<file path="src/rtl/hex_display_arbiter_pkg.sv">
// Shared types and constants for the hex display arbiter.
package hex_display_arbiter_pkg;

  typedef enum logic [1:0] {
    IDLE = 2'd0,
    LOAD = 2'd1,
    HOLD = 2'd2,
    SHOW = 2'd3
  } state_e;

  // All segments off (segments are active-low)
  localparam logic [6:0] SEG_BLANK = 7'h7F;
  localparam int         NIB_W     = 4;

endpackage

</file>
<file path="src/rtl/hex_display_arbiter_if.sv">
// Requester-side bundle for the hex display arbiter: requests, values,
// display controls and the arbiter's status/segment outputs.
interface hex_display_arbiter_if #(
  parameter int N_REQ  = 4,
  parameter int DIGITS = 6
);
  localparam int ID_W = $clog2(N_REQ);

  logic [N_REQ-1:0]          req;
  logic [N_REQ*4*DIGITS-1:0] value;
  logic                      blank_lz;
  logic                      flush;
  logic [N_REQ-1:0]          ack;
  logic [ID_W-1:0]           active_id;
  logic                      active_vld;
  logic [7*DIGITS-1:0]       hex_out;

  modport master (
    output req, value, blank_lz, flush,
    input  ack, active_id, active_vld, hex_out
  );

  modport slave (
    input  req, value, blank_lz, flush,
    output ack, active_id, active_vld, hex_out
  );
endinterface

</file>
<file path="src/rtl/hex_display_arbiter_hex7seg.sv">
// Hex nibble to active-low seven-segment pattern (bit order gfedcba).
module hex7seg
  import hex_display_arbiter_pkg::*;
(
  input  logic [NIB_W-1:0] nib_i,
  output logic [6:0]       seg_o
);

  // Standard hex glyph table
  always_comb begin
    seg_o = SEG_BLANK;
    case (nib_i)
      4'h0: seg_o = 7'h40;
      4'h1: seg_o = 7'h79;
      4'h2: seg_o = 7'h24;
      4'h3: seg_o = 7'h30;
      4'h4: seg_o = 7'h19;
      4'h5: seg_o = 7'h12;
      4'h6: seg_o = 7'h02;
      4'h7: seg_o = 7'h78;
      4'h8: seg_o = 7'h00;
      4'h9: seg_o = 7'h10;
      4'hA: seg_o = 7'h08;
      4'hB: seg_o = 7'h03;
      4'hC: seg_o = 7'h46;
      4'hD: seg_o = 7'h21;
      4'hE: seg_o = 7'h06;
      4'hF: seg_o = 7'h0E;
      default: seg_o = SEG_BLANK;
    endcase
  end

endmodule

</file>
<file path="src/rtl/hex_display_arbiter_rr_arbiter.sv">
// Combinational round-robin arbiter: the first requester strictly after
// the pointer (wrapping) wins, so the last owner has lowest priority.
module rr_arbiter #(
  parameter int N     = 4,
  parameter int IDX_W = $clog2(N)
) (
  input  logic [N-1:0]     req_i,
  input  logic [IDX_W-1:0] ptr_i,
  output logic [N-1:0]     gnt_o,
  output logic [IDX_W-1:0] idx_o,
  output logic             any_o
);

  // Scan from ptr+1 around to ptr, take the first set request
  always_comb begin
    gnt_o = '0;
    idx_o = '0;
    any_o = 1'b0;
    for (int i = 1; i <= N; i++) begin
      logic [IDX_W-1:0] cand;
      cand = IDX_W'((int'(ptr_i) + i) % N);
      if (!any_o && req_i[cand]) begin
        any_o       = 1'b1;
        gnt_o[cand] = 1'b1;
        idx_o       = cand;
      end
    end
  end

endmodule

</file>
<file path="src/rtl/hex_display_arbiter.sv">
// Round-robin sharing of a multi-digit hex display between requesters.
// A grant acks for one cycle (LOAD), captures the value at the end of LOAD,
// holds it for HOLD_CYCLES, then keeps showing it (SHOW) until someone asks.
module hex_display_arbiter
  import hex_display_arbiter_pkg::*;
#(
  parameter int N_REQ       = 4,
  parameter int HOLD_CYCLES = 50_000_000,
  parameter int DIGITS      = 6
) (
  input  logic                 clk,
  input  logic                 rst,
  hex_display_arbiter_if.slave bus
);

  localparam int ID_W  = $clog2(N_REQ);
  localparam int VAL_W = NIB_W * DIGITS;
  localparam int CNT_W = $clog2(HOLD_CYCLES + 1);
  localparam logic [CNT_W-1:0] CNT_LOAD = CNT_W'(HOLD_CYCLES - 1);

  state_e            state_q, state_d;
  logic [ID_W-1:0]   rr_ptr_q, rr_ptr_d;
  logic [ID_W-1:0]   grant_q, grant_d;
  logic [ID_W-1:0]   active_id_q, active_id_d;
  logic [N_REQ-1:0]  ack_q, ack_d;
  logic              active_vld_q, active_vld_d;
  logic [CNT_W-1:0]  cnt_q, cnt_d;
  logic [VAL_W-1:0]  val_q;
  logic              cap;

  logic [N_REQ-1:0]  arb_gnt;
  logic [ID_W-1:0]   arb_idx;
  logic              arb_any;
  logic [VAL_W-1:0]  val_arr [N_REQ];

  rr_arbiter #(.N(N_REQ), .IDX_W(ID_W)) u_arb (
    .req_i (bus.req),
    .ptr_i (rr_ptr_q),
    .gnt_o (arb_gnt),
    .idx_o (arb_idx),
    .any_o (arb_any)
  );

  for (genvar r = 0; r < N_REQ; r++) begin : g_val
    assign val_arr[r] = bus.value[r*VAL_W +: VAL_W];
  end

  // Next-state logic; flush overrides every state and kills ack/capture
  always_comb begin
    state_d      = state_q;
    rr_ptr_d     = rr_ptr_q;
    grant_d      = grant_q;
    active_id_d  = active_id_q;
    ack_d        = '0;
    active_vld_d = active_vld_q;
    cnt_d        = cnt_q;
    cap          = 1'b0;
    if (bus.flush) begin
      state_d      = IDLE;
      active_vld_d = 1'b0;
    end else begin
      case (state_q)
        IDLE, SHOW: begin
          if (arb_any) begin
            state_d = LOAD;
            grant_d = arb_idx;
            ack_d   = arb_gnt;
          end
        end
        LOAD: begin
          cap          = 1'b1;
          rr_ptr_d     = grant_q;
          active_id_d  = grant_q;
          active_vld_d = 1'b1;
          cnt_d        = CNT_LOAD;
          state_d      = HOLD;
        end
        HOLD: begin
          if (cnt_q == '0) state_d = SHOW;
          else             cnt_d   = cnt_q - 1'b1;
        end
        default: state_d = IDLE;
      endcase
    end
  end

  // Control registers, asynchronously cleared
  always_ff @(posedge clk or posedge rst) begin
    if (rst) begin
      state_q      <= IDLE;
      rr_ptr_q     <= ID_W'(N_REQ - 1);
      grant_q      <= '0;
      active_id_q  <= '0;
      ack_q        <= '0;
      active_vld_q <= 1'b0;
      cnt_q        <= '0;
    end else begin
      state_q      <= state_d;
      rr_ptr_q     <= rr_ptr_d;
      grant_q      <= grant_d;
      active_id_q  <= active_id_d;
      ack_q        <= ack_d;
      active_vld_q <= active_vld_d;
      cnt_q        <= cnt_d;
    end
  end

  // Captured display value; only meaningful while active_vld_q is set
  always_ff @(posedge clk) begin
    if (cap) val_q <= val_arr[grant_q];
  end

  assign bus.ack        = ack_q;
  assign bus.active_id  = active_id_q;
  assign bus.active_vld = active_vld_q;

  for (genvar d = 0; d < DIGITS; d++) begin : g_dig
    logic [6:0] seg_raw;
    logic       lz;

    hex7seg u_dec (
      .nib_i (val_q[d*NIB_W +: NIB_W]),
      .seg_o (seg_raw)
    );

    // Digit 0 always shows; higher digits blank when they and all above are zero
    if (d == 0) begin : g_lsd
      assign lz = 1'b0;
    end else begin : g_upper
      assign lz = bus.blank_lz && ~|val_q[VAL_W-1:d*NIB_W];
    end

    assign bus.hex_out[d*7 +: 7] = (!active_vld_q || lz) ? SEG_BLANK : seg_raw;
  end

endmodule

</file>
<file path="src/flat_wrapper.sv">
// flat-port wrapper written by rule: the top's interface ports become plain ports
module hex_display_arbiter_flat import hex_display_arbiter_pkg::*;
#(
  parameter int N_REQ       = 4,
  parameter int HOLD_CYCLES = 50_000_000,
  parameter int DIGITS      = 6
)
  (clk, rst, bus_req, bus_value, bus_blank_lz, bus_flush, bus_ack, bus_active_id, bus_active_vld, bus_hex_out);
  hex_display_arbiter_if #(.N_REQ(N_REQ), .DIGITS(DIGITS)) bus_i ();
  input  logic clk;
  input  logic rst;
  input wire logic [$bits(bus_i.req)-1:0] bus_req;
  input wire logic [$bits(bus_i.value)-1:0] bus_value;
  input wire logic [$bits(bus_i.blank_lz)-1:0] bus_blank_lz;
  input wire logic [$bits(bus_i.flush)-1:0] bus_flush;
  output wire logic [$bits(bus_i.ack)-1:0] bus_ack;
  output wire logic [$bits(bus_i.active_id)-1:0] bus_active_id;
  output wire logic [$bits(bus_i.active_vld)-1:0] bus_active_vld;
  output wire logic [$bits(bus_i.hex_out)-1:0] bus_hex_out;
  assign bus_i.req = bus_req;
  assign bus_i.value = bus_value;
  assign bus_i.blank_lz = bus_blank_lz;
  assign bus_i.flush = bus_flush;
  assign bus_ack = bus_i.ack;
  assign bus_active_id = bus_i.active_id;
  assign bus_active_vld = bus_i.active_vld;
  assign bus_hex_out = bus_i.hex_out;
  hex_display_arbiter #(.N_REQ(N_REQ), .HOLD_CYCLES(HOLD_CYCLES), .DIGITS(DIGITS)) u_core (.clk(clk), .rst(rst), .bus(bus_i));
endmodule
</file>
<file path="config.mk">
export PLATFORM = sky130hd
export DESIGN_NAME = hex_display_arbiter_flat
export DESIGN_NICKNAME = d
export VERILOG_FILES = /design/src/rtl/hex_display_arbiter_pkg.sv /design/src/rtl/hex_display_arbiter_if.sv /design/src/rtl/hex_display_arbiter_hex7seg.sv /design/src/rtl/hex_display_arbiter_rr_arbiter.sv /design/src/rtl/hex_display_arbiter.sv /design/src/flat_wrapper.sv
export SDC_FILE = /design/constraint.sdc
export NUM_CORES = 1
export LEC_CHECK = 0
export ABC_CLOCK_PERIOD_IN_PS = 7800
export CAP_MARGIN = 20
export CORE_ASPECT_RATIO = 1.4
export CORE_MARGIN = 4
export CORE_UTILIZATION = 53
export DETAILED_ROUTE_END_ITERATION = 8
export GPL_ROUTABILITY_DRIVEN = 0
export PLACE_DENSITY = 0.86
export SYNTH_ARGS = -nofsm -noshare
export SYNTH_HDL_FRONTEND = slang
export SYNTH_HIERARCHICAL = 1
export SYNTH_SLANG_ARGS = --single-unit
</file>
<file path="constraint.sdc">
create_clock -name clk -period 7.8 [get_ports clk]
set_input_delay 1.56 -clock clk [delete_from_list [all_inputs] [get_ports clk]]
set_output_delay 1.56 -clock clk [all_outputs]
set_load 0.05 [all_outputs]
</file>
; Word-level counts from Yosys, hierarchy flattened
; Memories as Yosys holds them, arrays and structs flattened. A register that Yosys moved wholly into a read port is not among the register bits.
; Cells that the tools add are included.
[totals]
reg_bits = 63
latch_bits = 0
mem_bits_rw = 0
romBits = 672
inputBits = 104
elab_cells = 135
mem_count = 6
[mem_list]
columns = name, words, word_bits, rd, rd_ports_with_merged_regs, wr, line
row1 = (no name shown), 16, 7, 1, 1, 0, hex_display_arbiter_hex7seg.sv:12  ; case (nib_i)
row2 = (no name shown), 16, 7, 1, 1, 0, hex_display_arbiter_hex7seg.sv:12
row3 = (no name shown), 16, 7, 1, 1, 0, hex_display_arbiter_hex7seg.sv:12
row4 = (no name shown), 16, 7, 1, 1, 0, hex_display_arbiter_hex7seg.sv:12
row5 = (no name shown), 16, 7, 1, 1, 0, hex_display_arbiter_hex7seg.sv:12
row6 = (no name shown), 16, 7, 1, 1, 0, hex_display_arbiter_hex7seg.sv:12
[classes]
add_sub_neg = 5
n_mul = 0
div_mod_pow = 0
order_cmp = 9
eq_ne = 6
shift = 0
mux = 56
bitwise_logic = 5
n_reduce_logical = 40
[op_table]
columns = cell, n
row1 = two-way mux 4 bit, 13
row2 = case mux 26 bit (2 select lines), 1
row3 = binary-select mux 24 bit (select 2 bit), 1
row4 = two-way mux 24 bit, 2
row5 = two-way mux 7 bit, 6
row6 = zero test 26 bit, 1
row7 = two-way mux 26 bit, 1
row8 = subtractor 26 x 1 -> 26 bit (second input constant), 1
row9 = OR reduction 20 bit, 1
row10 = two-way mux 1 bit, 16
row11 = OR reduction 16 bit, 1
row12 = two-way mux 2 bit, 7
row13 = logical AND 1 bit, 12
row14 = less-than comparator 2 x 3 -> 1 bit (second input constant), 4
row15 = OR 4 bit, 3
row16 = OR reduction 12 bit, 1
row17 = zero test 1 bit, 9
row18 = binary-select mux 1 bit (select 2 bit), 4
row19 = demux 1 bit (select 2 bit), 4
row20 = greater-or-equal comparator 2 x 1 -> 1 bit (second input constant), 4
row21 = OR reduction 8 bit, 1
row22 = != test 3 x 2 -> 1 bit (second input constant), 2
row23 = case mux 2 bit (3 select lines), 1
row24 = AND reduction 3 bit, 2
row25 = other kinds (14), 23

; Longest topological paths before layout
; Gate-level depths: netlist of run 1.
[depth]
word_depth = 16
ltp_mapped = 9

; By module
; The synthesis of run 1 kept the hierarchy.
[by_module_without_submodules]
columns = mod, n_inst, cells_per_inst, area_per_inst_um2, seq_area_each_um2
row1 = hex_display_arbiter, 1, 321, 3634.7, 1699.1
row2 = hex7seg, 6, 32, 275.3, 0.0
row3 = rr_arbiter, 1, 68, 525.5, 0.0

; Least setup slack after synthesis of run 1
; OpenSTA, ideal clock, no wires.
[synth_timing]
path_type = input -> output
startpoint = input port bus_blank_lz
endpoint = output port bus_hex_out[10]
arrival_time_ns = 2.440
path_slack_ns = 3.800
cell_stages = 3
cell_sequence = nand4_1 > o31a_1 > nand2b_1
[synth_between]
elab_chain_cells = 3
[synth_lines]
columns = element, line
row1 = "start, declared", flat_wrapper.sv:14  ; input wire logic [$bits(bus_i.blank_lz)-1:0] bus_blank_lz;
row2 = logical AND 1 bit, hex_display_arbiter.sv:130  ; assign lz = bus.blank_lz && ~|val_q[VAL_W-1:d*NIB_W];
row3 = logical OR 1 bit, hex_display_arbiter.sv:133  ; assign bus.hex_out[d*7 +: 7] = (!active_vld_q || lz) ? SEG_BLANK : seg_raw;
row4 = two-way mux 7 bit, hex_display_arbiter.sv:133
row5 = "end, declared", flat_wrapper.sv:19  ; output wire logic [$bits(bus_i.hex_out)-1:0] bus_hex_out;
; No other way between the ends.

; Worst setup path after layout of run 1
[layout_timing]
startpoint = input port bus_blank_lz
endpoint = output port bus_hex_out[20]
; The elaborated chain is that of the path after synthesis.

==> run_results.csv, run 1 <==
group,metric,value,unit
synth,synth_common_cells,"ha_1 (53), nor2_1 (50), nand2_1 (39)",
synth,synthTopCellsByArea,"dfrtp_1 (16%), edfxtp_1 (12%), ha_1 (11%), mux4_2 (9.7%), mux2i_1 (4.5%)",
clock_tree,cts_resized,0,
timing,finalCritPeriodShare,68.9,%
floorplanning,die_x,96.5,um
clock_tree,cts-buffers-inserted,9,
final_layout,n_antenna_cell,0,
routing,routed_wl,15.6,mm
synth,synth_seq_cells,63,
timing,fmax,0.186,GHz
final_layout,instances_no_fill,865,
synth,synthFlopType,"dfrtp_1",
flow_run,cap_violations,0,
synth,yosysMostFrequentCell,"ha_1",
routing,ant_nets,0,
synth,synth_nets,738,
setup_path,crit_family,"buffers and inverters",
grt,gr-total-overflow,0,
final_layout,synthToLayoutAreaGrowth,31.8,%
routing,vias,5104,
floorplanning,placementRows,45,
clock_tree,cts_num_sinks,63,
timing,worst_slew_pin_slew,861,ps
setup_path,path_class,"primary input to output pin",
pwr,power.density,296,nW/um2
routing,drt_iter0_drc,305,
synth,yosysSeqAreaShare,29.2,%
synth,yosys_warnings,6,
setup_path,crit_buf_inv,2,
routing,first_pass_iters,5,
outcome,status,"finished clean",
floorplanning,core,10800,um2
pwr,vdd_drop_max,0.230,mV
timing,slew_violations,0,
timing,setup_tns,0,ps
final_layout,drive_above_1_share,13.8,%
setup_path,cp_common_cell,"clkdlybuf4s50_1",
synth,avgSynthCellArea,10.0,um2
clock_tree,cts_tree,"built",
routing,viasPerCell,5.90,
setup_path,path_max_fanout,7,
synth,synth_top_area_share,15.9,%
setup_path,max_stage_delay,790,ps
timing,fin_ws,2430,ps
routing,drc,0,
clock_tree,postCtsHoldBufs,0,
setup_path,cp.arrival,3810,ps
grt,first_global_vias,5247,
timing,period_needed,5370,ps
floorplanning,dieArea,12700,um2
setup_path,critPathLaunchType,"primary input",
timing,rsz0062_at_grt,"false",
timing,hold_viol,0,
grt,antenna_found_initial,0,
clock_tree,htree_levels,3,
synth,synth_enable_flop_cells,24,
clock_tree,postCtsSetupBuffers,0,
setup_path,worstSetupEndpointType,"output pin",
synth,synth_top_area_cell,"dfrtp_1",
clock_tree,cts-root-buf,"clkbuf_16",
routing,wl_per_cell,18.0,um
synth,ys_async_sr_fraction,61.9,%
synth,synthesis.area,5810,um2
pwr,total_leakage_power,3.07,nW
floorplanning,die_h,132,um
grt,grt_max_degree,40,
timing,fin_skew,7.96,ps
timing,hold_ws,486,ps
setup_path,crit_chain,"clkdlybuf4s50_1, nand4_1, o21ai_0, or2_2, clkdlybuf4s50_1",
clock_tree,clk_latency,330,ps
placed_design,dp_hpwl,12.2,mm
setup_path,crit_path_top_delay_cell,"clkdlybuf4s50_1",
worst_hold_path,min_path_type,"flip-flop to flip-flop",
placed_design,dp_slack,2400,ps
placed_design,numPlacedInstances,848,
grt,grt_first_pass_wirelength,25.1,mm
timing,setup_viol,0,
grt,track_usage,25.1,%
clock_tree,cts_buffer_depth,2,
synth,synth.distinct_cells,67,
synth,synthCells,581,
pwr,p_total,2.27,mW
floorplanning,start_util,53.8,%
setup_path,required,6240,ps
clock_tree,cts.clk_slew.worst_paths,50,ps
floorplanning,io_pins,153,
placed_design,io_buffers,152,
final_layout,fin_nets,876,
timing,slew_headroom,42.6,%
==> routing by layer <==
layer / vias up / routed length, um / GRT usage [%]
li1: 2439 / - / -
met1: 2452 / 5500 / 27.0
met2: 170 / 8700 / 45.9
met3: 43 / 847 / 4.91
met4: 0 / 524 / 11.4
met5: - / 0 / 0
==> worst register-to-register path, stage by stage (launching register included) <==
cell	delay, ps
dfrtp_1	410
or4_1	580
or4_1	710
or4_1	600
or3_1	320
nand3_1	90
==> registers in the layout (all words and copies together) (netlist names) <==
register / flops
u_core/cnt_q: 26
u_core/val_q: 24
u_core/bus.ack: 4
u_core/bus.active_id: 2
u_core/grant_q: 2
u_core/rr_ptr_q: 2
u_core/state_q: 2
u_core/bus.active_vld: 1
==> final timing paths <==
check	slack [ps]	startpoint	end	depth (start not counted)
max in group asynchronous	5760	rst	u_core/grant_q[0]$_DFFE_PP0P_	3
min in group asynchronous	1660	rst	u_core/grant_q[1]$_DFFE_PP0P_	3
worst max-delay path	2430	bus_blank_lz	bus_hex_out[20]	5
worst min register to register	490	u_core/bus.active_id[1]$_DFFE_PP0P_	u_core/bus.active_id[1]$_DFFE_PP0P_	2
worst max register to register	5030	u_core/cnt_q[0]$_DFFE_PP0P_	u_core/cnt_q[25]$_DFFE_PP0P_	5
worst min-delay path	490	u_core/bus.active_id[1]$_DFFE_PP0P_	u_core/bus.active_id[1]$_DFFE_PP0P_	2
==> logic make-up after synthesis <==
| logic type | after synthesis | synth area share [%] |
|---|---|---|
| and+or+nand+nor | 224 | 21.3 |
| AOI/OAI and AO/OA | 110 | 13.3 |
| muxes | 66 | 18.8 |
| DFF | 63 | 29.2 |
| buffers and inverters | 60 | 5.25 |
| adders and majority gates | 53 | 11.4 |
| xor gates and xnor gates | 5 | 0.753 |
==> area by class of cell <==
type,count,area [um2]
Multi-Input combinational cell,458,3810
Clock buffer,12,236
Timing Repair Buffer,155,1550
Tap cell,141,176
Fill cell,800,3150
Inverter,32,120
Clock inverter,4,70.1
Sequential cell,63,1700
==> power breakdown <==
part / total [mW] / switching (mW) / internal [mW]
clock: 0.419 / 0.140 / 0.279
combinational: 1.24 / 0.677 / 0.568
sequential: 0.608 / 0.166 / 0.441
==> stage by stage <==
step	util (%)	instance area, um2
final	70.9	7660
after global routing	70.9	7660
after CTS	70.7	7650
after detailed placement	67.9	7340
after global placement	67.9	7340
after floorplan	-	5810
==> placed cells by master, fill, tap and decap left out, types with 9 or more instances in the layout <==
cell type,instances
nor3_1,12
nand2_1,39
or4_1,12
inv_1,31
dfrtp_1,36
o21ai_0,28
or2_2,31
edfxtp_1,24
clkdlybuf4s50_1,152
ha_1,53
mux4_2,25
nand2b_1,17
clkbuf_16,9
a21oi_1,20
nor4_1,9
nor2_1,50
mux2i_1,26
a22o_1,12
(Power assumes the default switching activity.)
==> run 2: changes to the inputs <==
Settings changed: ABC_CLOCK_PERIOD_IN_PS 7800 to 4350, CORE_UTILIZATION 53 to 45, PLACE_DENSITY 0.86 to 0.78.
Clock period 7.8 ns to 4.35 ns, I/O delays scaled along.
==> run 2 against run 1 <==
Net effect: register-to-register slack worse by 3500 ps; sequential share of layout area increased by 0.095 points; cell area is 0.42% lower; die area is 16% higher; routed wire length shrank 3.5%; cell count up 1.0%; power increased by 73%; largest power group unchanged.
==> run_results.csv, run 2 (synthesis gave the netlist of run 1 again) <==
group,metric,value,unit
setup_path,required,3480,ps
pwr,vdd_drop_max,0.585,mV
routing,drt_iter0_drc,278,
setup_path,cp.arrival,3150,ps
final_layout,final_area,7630,um2
clock_tree,cts_resized,0,
final_layout,synthToLayoutAreaGrowth,31.3,%
pwr,clkPwrFrac,16.1,%
grt,first_global_vias,5093,
routing,first_pass_iters,5,
grt,grt_max_degree,40,
routing,vias,5013,
pwr,total_leakage_power,3.05,nW
final_layout,largest_reg_flops,26,
timing,setup_tns,0,ps
clock_tree,postCtsHoldBufs,0,
setup_path,worstSetupEndpointType,"output pin",
clock_tree,cts_num_sinks,63,
timing,slew_violations,0,
setup_path,crit_path_top_delay_cell,"clkdlybuf4s50_1",
setup_path,crit_chain,"nor4_1, nand4_1, o31a_1, nand2b_1, clkdlybuf4s50_1",
grt,track_usage,20.4,%
timing,fin_ws,329,ps
timing,fin_skew,3.56,ps
floorplanning,die_h,142,um
pwr,switchingPower,1.72,mW
clock_tree,cts-buffers-inserted,9,
final_layout,largest_register,"u_core/cnt_q",
timing,period_needed,4020,ps
timing,rsz0062_at_grt,"false",
outcome,status,"finished clean",
floorplanning,io_pins,153,
pwr,internal-power,2.21,mW
placed_design,postPlaceCellArea,7350,um2
routing,viasPerCell,5.74,
clock_tree,cts_tree,"built",
grt,antenna_found_initial,1,
timing,fmax,0.249,GHz
routing,ant_nets,0,
pwr,combPwrFrac,56.2,%
setup_path,path_class,"flip-flop to output pin",
clock_tree,clk_latency,330,ps
pwr,switching_share,43.8,%
placed_design,dp_slack,425,ps
placed_design,dp_hpwl,11.9,mm
pwr,seq_power_share,27.7,%
clock_tree,cts-root-buf,"clkbuf_16",
grt,gr-total-overflow,0,
floorplanning,placementRows,48,
worst_hold_path,whs_path_depth,2,
pwr,p_total,3.93,mW
setup_path,max_stage_delay,830,ps
routing,wl_per_cell,17.2,um
timing,setup_viol,0,
floorplanning,start_util,46.5,%
setup_path,r2r_slack,1540,ps
floorplanning,dieArea,14800,um2
final_layout,drive_above_1_share,13.5,%
floorplanning,core,12500,um2
clock_tree,cts.clk_slew.worst_paths,50,ps
clock_tree,postCtsSetupBuffers,0,
final_layout,fin_nets,876,
clock_tree,cts_buffer_depth,2,
final_layout,final_common_cell,"clkdlybuf4s50_1",
pwr,power.density,515,nW/um2
floorplanning,die_x,104,um
routing,routed_wl,15.0,mm
placed_design,io_buffers,152,
grt,grt_first_pass_wirelength,24.7,mm
routing,drc,0,
timing,hold_viol,0,
timing,worst_slew_pin_slew,832,ps
final_layout,final_cell_mix,"clkdlybuf4s50_1 (152), ha_1 (53), nor2_1 (50), nand2_1 (39), dfrtp_1 (36)",
flow_run,cap_violations,0,
clock_tree,htree_levels,3,
final_layout,n_antenna_cell,0,
timing,slew_headroom,44.5,%
worst_hold_path,min_path_type,"flip-flop to flip-flop",
setup_path,critPathLaunchType,"flip-flop",
timing,finalCritPeriodShare,92.4,%
setup_path,path_max_fanout,13,
setup_path,rr_worst_depth,5,
==> run 2: path summary, 6_finish.rpt <==
path                                                           from                                   to
max in group asynchronous                                       rst        u_core/grant_q[0]$_DFFE_PP0P_
worst max-delay path                     u_core/val_q[23]$_DFFE_PP_                       bus_hex_out[8]
min in group asynchronous                                       rst         u_core/cnt_q[17]$_DFFE_PP0P_
worst min-delay path            u_core/bus.active_id[1]$_DFFE_PP0P_  u_core/bus.active_id[1]$_DFFE_PP0P_
worst max register to register          u_core/cnt_q[0]$_DFFE_PP0P_          u_core/cnt_q[9]$_DFFE_PP0P_
worst min register to register  u_core/bus.active_id[1]$_DFFE_PP0P_  u_core/bus.active_id[1]$_DFFE_PP0P_
==> run 2: worst max-delay path, delay by kind of cell, from the launching register on <==
| kind | cells | cell delay, ps |
|---|---|---|
| AND/OR/NAND/NOR | 3 | 940 |
| AO/OA/AOI/OAI | 1 | 470 |
| flip-flops | 1 | 590 |
| buffers and inverters | 1 | 830 |
==> run 2: metal layers <==
layer | GRT usage (%) | share of wire [%]
met1 | 21.8 | 38
met2 | 39.5 | 55
met4 | 7.70 | 2.3
met3 | 4.09 | 4.9
met5 | 0 | 0.073
==> run 2: stage by stage <==
stage / utilization (%) / cells / hold WS [ps]
2_1_floorplan: - / 581 / 485
3_3_place_gp: 58.9 / 857 / 462
3_5_place_dp: 58.9 / 857 / 468
4_1_cts: 61.0 / 873 / 480
5_1_grt: 61.1 / 874 / 506
6_report: 61.1 / 874 / 479
==> run 2: power by group through the flow <==
stage / Sequential (mW) / Clock, mW / Combinational [mW]
6_report: 1.09 / 0.633 / 2.21
5_1_grt: 1.13 / 0.681 / 2.38
4_1_cts: 1.12 / 0.653 / 2.19
3_5_place_dp: 1.12 / 0 / 2.18
3_3_place_gp: 1.11 / 0 / 2.12
2_1_floorplan: 0.978 / 0 / 1.71
==> run 2: area by class of cell <==
cell class / count / area [um2]
clock buffers: 15 / 258
repair buffers: 155 / 1550
well taps: 150 / 188
multi-input cells: 458 / 3810
fillers: 1016 / 4860
clock inverters: 1 / 5.00
inverters: 32 / 120
flip-flops and latches: 63 / 1700
